### config.mk
export PLATFORM = sky130hd
export DESIGN_NAME = alu_issue_flat
export DESIGN_NICKNAME = d
export VERILOG_FILES = /design/src/rtl/alu_issue_if.sv /design/src/rtl/alu_issue.sv /design/src/flat_wrapper.sv
export SDC_FILE = /design/constraint.sdc
export NUM_CORES = 1
export LEC_CHECK = 0
export ABC_AREA = 1
export CELL_PAD_IN_SITES_DETAIL_PLACEMENT = 1
export CELL_PAD_IN_SITES_GLOBAL_PLACEMENT = 1
export CORE_ASPECT_RATIO = 2
export CORE_UTILIZATION = 37
export CTS_CLUSTER_SIZE = 14
export DETAILED_ROUTE_END_ITERATION = 6
export PLACE_DENSITY_LB_ADDON = 0.08
export SLEW_MARGIN = 10
export SYNTH_ARGS = -nofsm -noshare
export SYNTH_HDL_FRONTEND = slang
export SYNTH_SLANG_ARGS = --single-unit
### constraint.sdc
create_clock -name clk -period 1.5 [get_ports clk]
set_clock_uncertainty 0.15 [all_clocks]
set_input_delay 0.225 -clock clk [delete_from_list [all_inputs] [get_ports clk]]
set_output_delay 0.225 -clock clk [all_outputs]
set_load 0.02 [all_outputs]
### src/rtl/alu_issue_if.sv
// Instruction issue handshake between a requester and the alu_issue sequencer.
interface alu_issue_if;
  logic       instr_valid;
  logic       instr_ready;
  logic [2:0] instr_op;
  logic [1:0] instr_rd;
  logic [1:0] instr_rs1;
  logic [1:0] instr_rs2;

  modport master (
    output instr_valid,
    output instr_op,
    output instr_rd,
    output instr_rs1,
    output instr_rs2,
    input  instr_ready
  );

  modport slave (
    input  instr_valid,
    input  instr_op,
    input  instr_rd,
    input  instr_rs1,
    input  instr_rs2,
    output instr_ready
  );
endinterface

### src/rtl/alu_issue.sv
// Four-entry register file that feeds an external multi-cycle ALU: latches operands on issue,
// holds alu_en for ALU_LAT cycles, then writes the result and flags back.
module alu_issue #(
  parameter int unsigned ALU_LAT = 2
) (
  input  logic       clk,
  input  logic       rst,
  alu_issue_if.slave instr,
  input  logic       ld_en,
  input  logic [1:0] ld_addr,
  input  logic [7:0] ld_data,
  output logic [7:0] alu_a,
  output logic [7:0] alu_b,
  output logic [2:0] alu_op,
  output logic       alu_en,
  input  logic [7:0] alu_res,
  input  logic       alu_c,
  input  logic       alu_zero,
  input  logic       alu_ovf,
  output logic [2:0] flags,
  output logic       done,
  input  logic [1:0] rd_addr,
  output logic [7:0] rd_data
);

  typedef enum logic [1:0] {StIdle, StExec, StWb} state_e;

  localparam logic [2:0] LastCnt = 3'(ALU_LAT - 1);

  state_e     state_q, state_d;
  logic [2:0] cnt_q, cnt_d;
  logic [1:0] rd_q, rd_d;
  logic [7:0] a_q, a_d;
  logic [7:0] b_q, b_d;
  logic [2:0] op_q, op_d;
  logic [2:0] flags_q, flags_d;
  logic [7:0] regs_q [4];
  logic [7:0] regs_d [4];
  logic       handshake;

  assign instr.instr_ready = (state_q == StIdle);
  assign handshake         = instr.instr_valid && (state_q == StIdle);

  always_comb begin
    state_d = state_q;
    cnt_d   = cnt_q;
    rd_d    = rd_q;
    a_d     = a_q;
    b_d     = b_q;
    op_d    = op_q;
    flags_d = flags_q;
    regs_d  = regs_q;

    if (ld_en) begin
      regs_d[ld_addr] = ld_data;
    end

    unique case (state_q)
      StIdle: begin
        if (handshake) begin
          // Operands come from regs_q, so a load on the same edge is not seen.
          a_d     = regs_q[instr.instr_rs1];
          b_d     = regs_q[instr.instr_rs2];
          op_d    = instr.instr_op;
          rd_d    = instr.instr_rd;
          cnt_d   = '0;
          state_d = StExec;
        end
      end
      StExec: begin
        if (cnt_q == LastCnt) begin
          state_d = StWb;
        end else begin
          cnt_d = cnt_q + 3'd1;
        end
      end
      StWb: begin
        // Assigned after the load so writeback wins on an address collision.
        regs_d[rd_q] = alu_res;
        flags_d      = {alu_ovf, alu_zero, alu_c};
        state_d      = StIdle;
      end
      default: state_d = StIdle;
    endcase
  end

  always_ff @(posedge clk or negedge rst) begin
    if (!rst) begin
      state_q <= StIdle;
      cnt_q   <= '0;
      rd_q    <= '0;
      a_q     <= '0;
      b_q     <= '0;
      op_q    <= '0;
      flags_q <= '0;
      for (int i = 0; i < 4; i++) begin
        regs_q[i] <= '0;
      end
    end else begin
      state_q <= state_d;
      cnt_q   <= cnt_d;
      rd_q    <= rd_d;
      a_q     <= a_d;
      b_q     <= b_d;
      op_q    <= op_d;
      flags_q <= flags_d;
      regs_q  <= regs_d;
    end
  end

  assign alu_a   = a_q;
  assign alu_b   = b_q;
  assign alu_op  = op_q;
  assign alu_en  = (state_q == StExec);
  assign done    = (state_q == StWb);
  assign flags   = flags_q;
  assign rd_data = regs_q[rd_addr];

endmodule

### src/flat_wrapper.sv
// flat-port wrapper written by rule: the top's interface ports become plain ports
module alu_issue_flat 
#(
  parameter int unsigned ALU_LAT = 2
)
  (clk, rst, ld_en, ld_addr, ld_data, alu_a, alu_b, alu_op, alu_en, alu_res, alu_c, alu_zero, alu_ovf, flags, done, rd_addr, rd_data, instr_instr_valid, instr_instr_op, instr_instr_rd, instr_instr_rs1, instr_instr_rs2, instr_instr_ready);
  alu_issue_if instr_i ();
  input  logic clk;
  input  logic rst;
  input  logic ld_en;
  input  logic [1:0] ld_addr;
  input  logic [7:0] ld_data;
  output logic [7:0] alu_a;
  output logic [7:0] alu_b;
  output logic [2:0] alu_op;
  output logic alu_en;
  input  logic [7:0] alu_res;
  input  logic alu_c;
  input  logic alu_zero;
  input  logic alu_ovf;
  output logic [2:0] flags;
  output logic done;
  input  logic [1:0] rd_addr;
  output logic [7:0] rd_data;
  input wire logic [$bits(instr_i.instr_valid)-1:0] instr_instr_valid;
  input wire logic [$bits(instr_i.instr_op)-1:0] instr_instr_op;
  input wire logic [$bits(instr_i.instr_rd)-1:0] instr_instr_rd;
  input wire logic [$bits(instr_i.instr_rs1)-1:0] instr_instr_rs1;
  input wire logic [$bits(instr_i.instr_rs2)-1:0] instr_instr_rs2;
  output wire logic [$bits(instr_i.instr_ready)-1:0] instr_instr_ready;
  assign instr_i.instr_valid = instr_instr_valid;
  assign instr_i.instr_op = instr_instr_op;
  assign instr_i.instr_rd = instr_instr_rd;
  assign instr_i.instr_rs1 = instr_instr_rs1;
  assign instr_i.instr_rs2 = instr_instr_rs2;
  assign instr_instr_ready = instr_i.instr_ready;
  alu_issue #(.ALU_LAT(ALU_LAT)) u_core (.clk(clk), .rst(rst), .instr(instr_i), .ld_en(ld_en), .ld_addr(ld_addr), .ld_data(ld_data), .alu_a(alu_a), .alu_b(alu_b), .alu_op(alu_op), .alu_en(alu_en), .alu_res(alu_res), .alu_c(alu_c), .alu_zero(alu_zero), .alu_ovf(alu_ovf), .flags(flags), .done(done), .rd_addr(rd_addr), .rd_data(rd_data));
endmodule
### Yosys cells after proc, flatten, opt, wreduce, memory -nomap -nowiden

Index checks and enable logic that the tools add are counted.

* add/subtract/negate cells: 1
* magnitude comparators: 7
* equal/unequal tests: 6
* mux-type cells: 23
* bitwise operators: 5
* reductions and logical operators: 8

Operators by type and width (number)
* $bwmux W32: 2
* $mux W32: 2
* $mux W8: 8
* $bmux W8 S2: 3
* $demux W8 S2: 2
* $ge A3 B3 Y1 const B: 5
* $not A2 Y3: 5
* $lt A3 B1 Y1 const B: 2
* $mux W3: 2
* $pmux W3 S2: 1
* $mux W2: 2
* $ne A2 B1 Y1 const B: 2
* $pmux W2 S2: 1
* $reduce_and A2 Y1: 2
* $add A3 B1 Y3 const B: 1
* $eq A3 B1 Y1 const B: 1
* $logic_and A1 B1 Y1: 3
* $reduce_and A3 Y1: 1
* $eq A2 B1 Y1 const B: 1
* $eq A2 B2 Y1 const B: 1
* $logic_not A2 Y1: 1
* $ne A2 B2 Y1 const B: 1
* $reduce_bool A2 Y1: 1

* register bits after elaboration: 61
* input port bits: 36
* output and inout port bits: 33
* logic and storage cells: 61

### Logic depth before layout (Yosys ltp)

* depth in word-level cells: 9
* depth in mapped cells: 8
* gate-level depth less buffers: 7

### Least setup slack after synthesis

No wires, ideal clock.

* path type: reg-to-reg
* from: register u_core.state_q[1]
* to: register u_core.rd_q[1]
* library setup time: 0.128 ns
* data arrival time: 1.261 ns
* required time: 1.222 ns
* path slack: -0.039 ns
* cell stages (with the launch flop): 6
* buffers on the path: 1
* clock period less this slack: 1.539 ns
* cell sequence: dfrtp_1 > nor2_1 > nand2_1 > inv_1 > buf_6 > o21ai_0

* word-level cells in the longest chain between the ends: 3

Ends and longest elaborated chain
* start: declaration: RTL line alu_issue.sv:30 `state_e state_q, state_d;`
* start signal: assignment: RTL line alu_issue.sv:89 `state_q <= StIdle;`
* start signal: assignment: RTL line alu_issue.sv:100 `state_q <= state_d;`
* $logic_not A2 Y1 (*)
* net instr_instr_ready: RTL line flat_wrapper.sv:30 `output wire logic [$bits(instr_i.instr_ready)-1:0] instr_instr_ready;`
* $logic_and A1 B1 Y1: RTL line alu_issue.sv:42 `assign handshake = instr.instr_valid && (state_q == StIdle);`
* $reduce_and A2 Y1 (no source line) (*)
* end signal: assignment: RTL line alu_issue.sv:102 `rd_q <= rd_d;`
* end: declaration: RTL line alu_issue.sv:32 `logic [1:0] rd_q, rd_d;`

Mark *: on every way through the listed nets, which the timed path passes. The rest lies on a longest branch.
A chain may end at the register's enable or synchronous reset.

### Final worst setup path

* from: register u_core.regs_q[8] (netlist bit)
* to: output port rd_data[0]

* word-level cells in the longest chain between the ends: 3

Ends and longest elaborated chain
* start: declaration: RTL line alu_issue.sv:37 `logic [7:0] regs_q [4];`
* start signal: assignment: RTL line alu_issue.sv:107 `regs_q <= regs_d;`
* $bmux W8 S2: RTL line alu_issue.sv:117 `assign rd_data = regs_q[rd_addr];`
* $mux W8 (implied by the code) (2 in series): RTL line alu_issue.sv:117
* end: declaration: RTL line flat_wrapper.sv:24 `output logic [7:0] rd_data;`

No other way between the ends. The select of a mux whose other input is x is not followed.

==> summary.txt <==
Worst setup path
  • Setup crit start kind: register
  • Critical Path RT: 1.12 ns
  • Crit-path max FO: 2
  • Max stage delay on crit path: about 0.38 ns
  • Buf+Inv Stages, Crit Path: 1
  • Critical Path AT: 1.17 ns
  • Crit path max-delay cell type: dfrtp_1
  • Critical Path, Cell by Cell: o211ai_1 -> nand2_1 -> buf_6
  • CP Class: reg2out
  • Critical path capture point type: output pin
  • CP delay by family, top: flip-flops

Cells and area
  • Final core utilization: 0.572
  • Ant diodes: 0
  • Layout area overhead: 50.5%
  • Finished Layout Cells: 821
  • Final #Nets: between 700 and 800
  • Most frequent cells in the layout: nand2_1 (273), nand3_1 (81), dfrtp_1 (60), buf_4 (56), inv_1 (38)
  • Most common cell after layout, fill and taps aside: nand2_1
  • Layout cells sized above 1: 0.206

Floorplan
  • Die Footprint: 0.0104 sq mm
  • Die W: 72.6 um
  • Area of the core: 0.00970 sq mm
  • Die Height: about 140 um
  • # rows: 51
  • # IOs: 69
  • Initial Util: 0.380

Global routing
  • Final global-route overflow total: 0
  • Total GRT Usage: 0.301
  • Number of global-route vias before repair: 4706
  • First-pass GRT wire length: approximately 23000 um
  • Initial antenna violation count: 0
  • Largest net degree at the start of global routing: 62

Power
  • Part of the power in registers: 0.281
  • Switching Power: about 0.0043 W
  • Switching part of the total: 0.411
  • Leak: 2.96 nW
  • Clock Power Share: 0.217
  • PwrDens: 1870 mW/mm^2
  • Internal cell power: 0.00610 W
  • VDD IR-drop max: between 0.0007 and 0.0008 V
  • Combinational Power Share: 0.503

CTS
  • Max clock buf depth: 2
  • Worst-Skew Late Latency: 0.33 ns
  • Clock Sinks: around 60
  • H-Tree Level Count: 3
  • CTS Root Cell: clkbuf_16
  • Num CTS Buffers: 9
  • Clock-pin slew on the worst setup and hold paths: 0.05 ns
  • TritonCTS clock tree: built

Detailed routing
  • DR vias/cell: between 5 and 6
  • Antenna Nets Post-Route: 0
  • First-pass DRT Iterations: 5
  • Routed wire length: 14700 um
  • Vias: 4222
  • DRT iter0 DRCs: 178
  • Routed wire per std cell: 17.9 um
  • # DRC: 0

Timing
  • Max-slew headroom: 0.776
  • RSZ-0062 raised after global routing: yes
  • Fin. max-slew vios: 0
  • Fin crit share: 1.03
  • Final hold violations: 0
  • Setup WS post-layout: -0.0406 ns
  • Clock period minus worst slack: 1.54 ns
  • Finish-stage setup viols: 7
  • Fmax: 0.649 GHz
  • Slew @ Worst Pin: 0.336 ns

Place
  • Placed instance count: roughly 790
  • IO buf count: 68
  • HPWL Detailed: between 10000 and 15000 um
  • Final Wtd Congestion: 0.904

Logic synthesis
  • Synth Instances: ~550
  • Ys Warns: 0
  • Mapped Area: 0.00369 sq mm
  • Yosys reg bits: 61
  • Sequential-to-total area share from yosys stat: 0.414
  • Avg Cell Area, Syn: 6.66 sq um
  • Count of different cell masters after synthesis: 23
  • Mapped Nets: 592

Worst hold path
  • Worst hold path class: in2reg

Run status
  • Status: finished with violations
  • Failing checks: setup timing

Run
  • Maxcap violations: 0
==> final timing paths <==
path | startpoint | end | slack (ns) | cells after the start
max | u_core.regs_q[8] | rd_data[0] | -0.04 | 3
min | alu_ovf | u_core.flags[2] | 0.28 | 3
max reg2reg | u_core.state_q[0] | u_core.regs_q[12] | 0.07 | 8
min reg2reg | u_core.flags[0] | u_core.flags[0] | 0.32 | 2
max in group asynchronous | rst | u_core.regs_q[11] | 0.64 | 3
min in group asynchronous | rst | u_core.state_q[0] | 0.29 | 3
==> cell usage after synthesis <==
library cell	number	share of area
o211ai_1	8	0.016
a21oi_1	8	0.011
nand2_2	1	0.0017
nor2_2	1	0.0017
clkinv_1	1	0.0010
buf_2	8	0.011
inv_1	53	0.054
nand3_4	1	0.0047
xor2_1	1	0.0024
nor2_4	1	0.0031
ha_1	2	0.0068
nor2_1	4	0.0041
nand3_1	84	0.11
buf_4	5	0.010
nand4_1	8	0.014
nand2_1	275	0.28
inv_2	4	0.0041
clkbuf_1	7	0.0071
o21ai_0	12	0.016
nand3_2	6	0.016
clkinv_2	1	0.0014
buf_6	2	0.0061
dfrtp_1	61	0.41
==> metrics by stage <==
step / setup WS, ns / hold WS (ns) / cell area (sq um) / TNS (ns) / total power [W]
floorplan: 0.0589 / -0.221 / 3690 / 0 / 0.00540
global placement: -0.642 / 0.108 / 5000 / -10.88 / 0.00761
detailed placement: -0.718 / 0.111 / 5000 / -12.17 / 0.00779
CTS: -0.0633 / 0.276 / 5430 / -0.128 / 0.0101
global route: -0.0922 / 0.302 / 5550 / -0.546 / 0.0110
finish: -0.0406 / 0.278 / 5550 / -0.187 / 0.0104
==> layout make-up <==
class | instances | area [sq um]
repair buffers | 140 | 1410
well taps | 132 | 165
fillers | 1237 | 4150
clock inverters | 4 | 70.1
clock buffers | 12 | 256
inverters | 59 | 231
multi-input cells | 413 | 1890
flip-flops and latches | 61 | 1530
==> power groups by stage <==
| stage | combinational (W) | sequential, W | clock, W |
|---|---|---|---|
| final | 0.00521 | 0.00291 | 0.00224 |
| after global routing | 0.00571 | 0.00299 | 0.00235 |
| after CTS | 0.00494 | 0.00287 | 0.00227 |
| after detailed placement | 0.00492 | 0.00287 | 0 |
| after global placement | 0.00477 | 0.00283 | 0 |
| after floorplan | 0.00226 | 0.00313 | 0 |
==> cell families (layout without fill, tap and decap cells) <==
logic type,Yosys count,in the layout,share of synthesized area
xor gates and xnor gates,1,1,0.00237
adders and majority gates,2,2,0.00678
buffers and inverters,81,215,0.0946
AOI/OAI and AO/OA,28,28,0.0434
DFF,61,61,0.414
and+or+nand+nor,381,382,0.439
==> state kept, by name (all words and copies together), names as in the netlist <==
name / flops
u_core.cnt_q: 3
u_core.state_q: 2
u_core.rd_q: 2
u_core.alu_op: 3
u_core.flags: 3
u_core.alu_b: 8
u_core.alu_a: 8
u_core.regs_q: 32
==> metal layers <==
metal  vias to the layer above  GRT usage  share of wire
met5                         -          0              0
met4                         0      0.202          0.065
met3                        56     0.0466          0.029
met2                       117      0.562           0.56
met1                      2044      0.294           0.35
li1                       2005          -              -
==> worst min-delay path, stage by stage <==
cell             delay [ns]
clkdlybuf4s50_1        0.39
nand2_1                0.06
nand2_1                0.04
==> timing repair <==
| action | 4_1_cts | 5_1_grt |
|---|---|---|
| endpoints found under the hold margin | 61 | 0 |
| buffers inserted | 6 | 4 |
| pin swaps | 8 | 6 |
| hold buffers | 1 | 0 |
| resized for setup | 109 | 28 |
| setup endpoints to repair | 42 | 46 |
| gates cloned | 2 | 1 |
No activity file was read; power rests on OpenSTA's default activity.
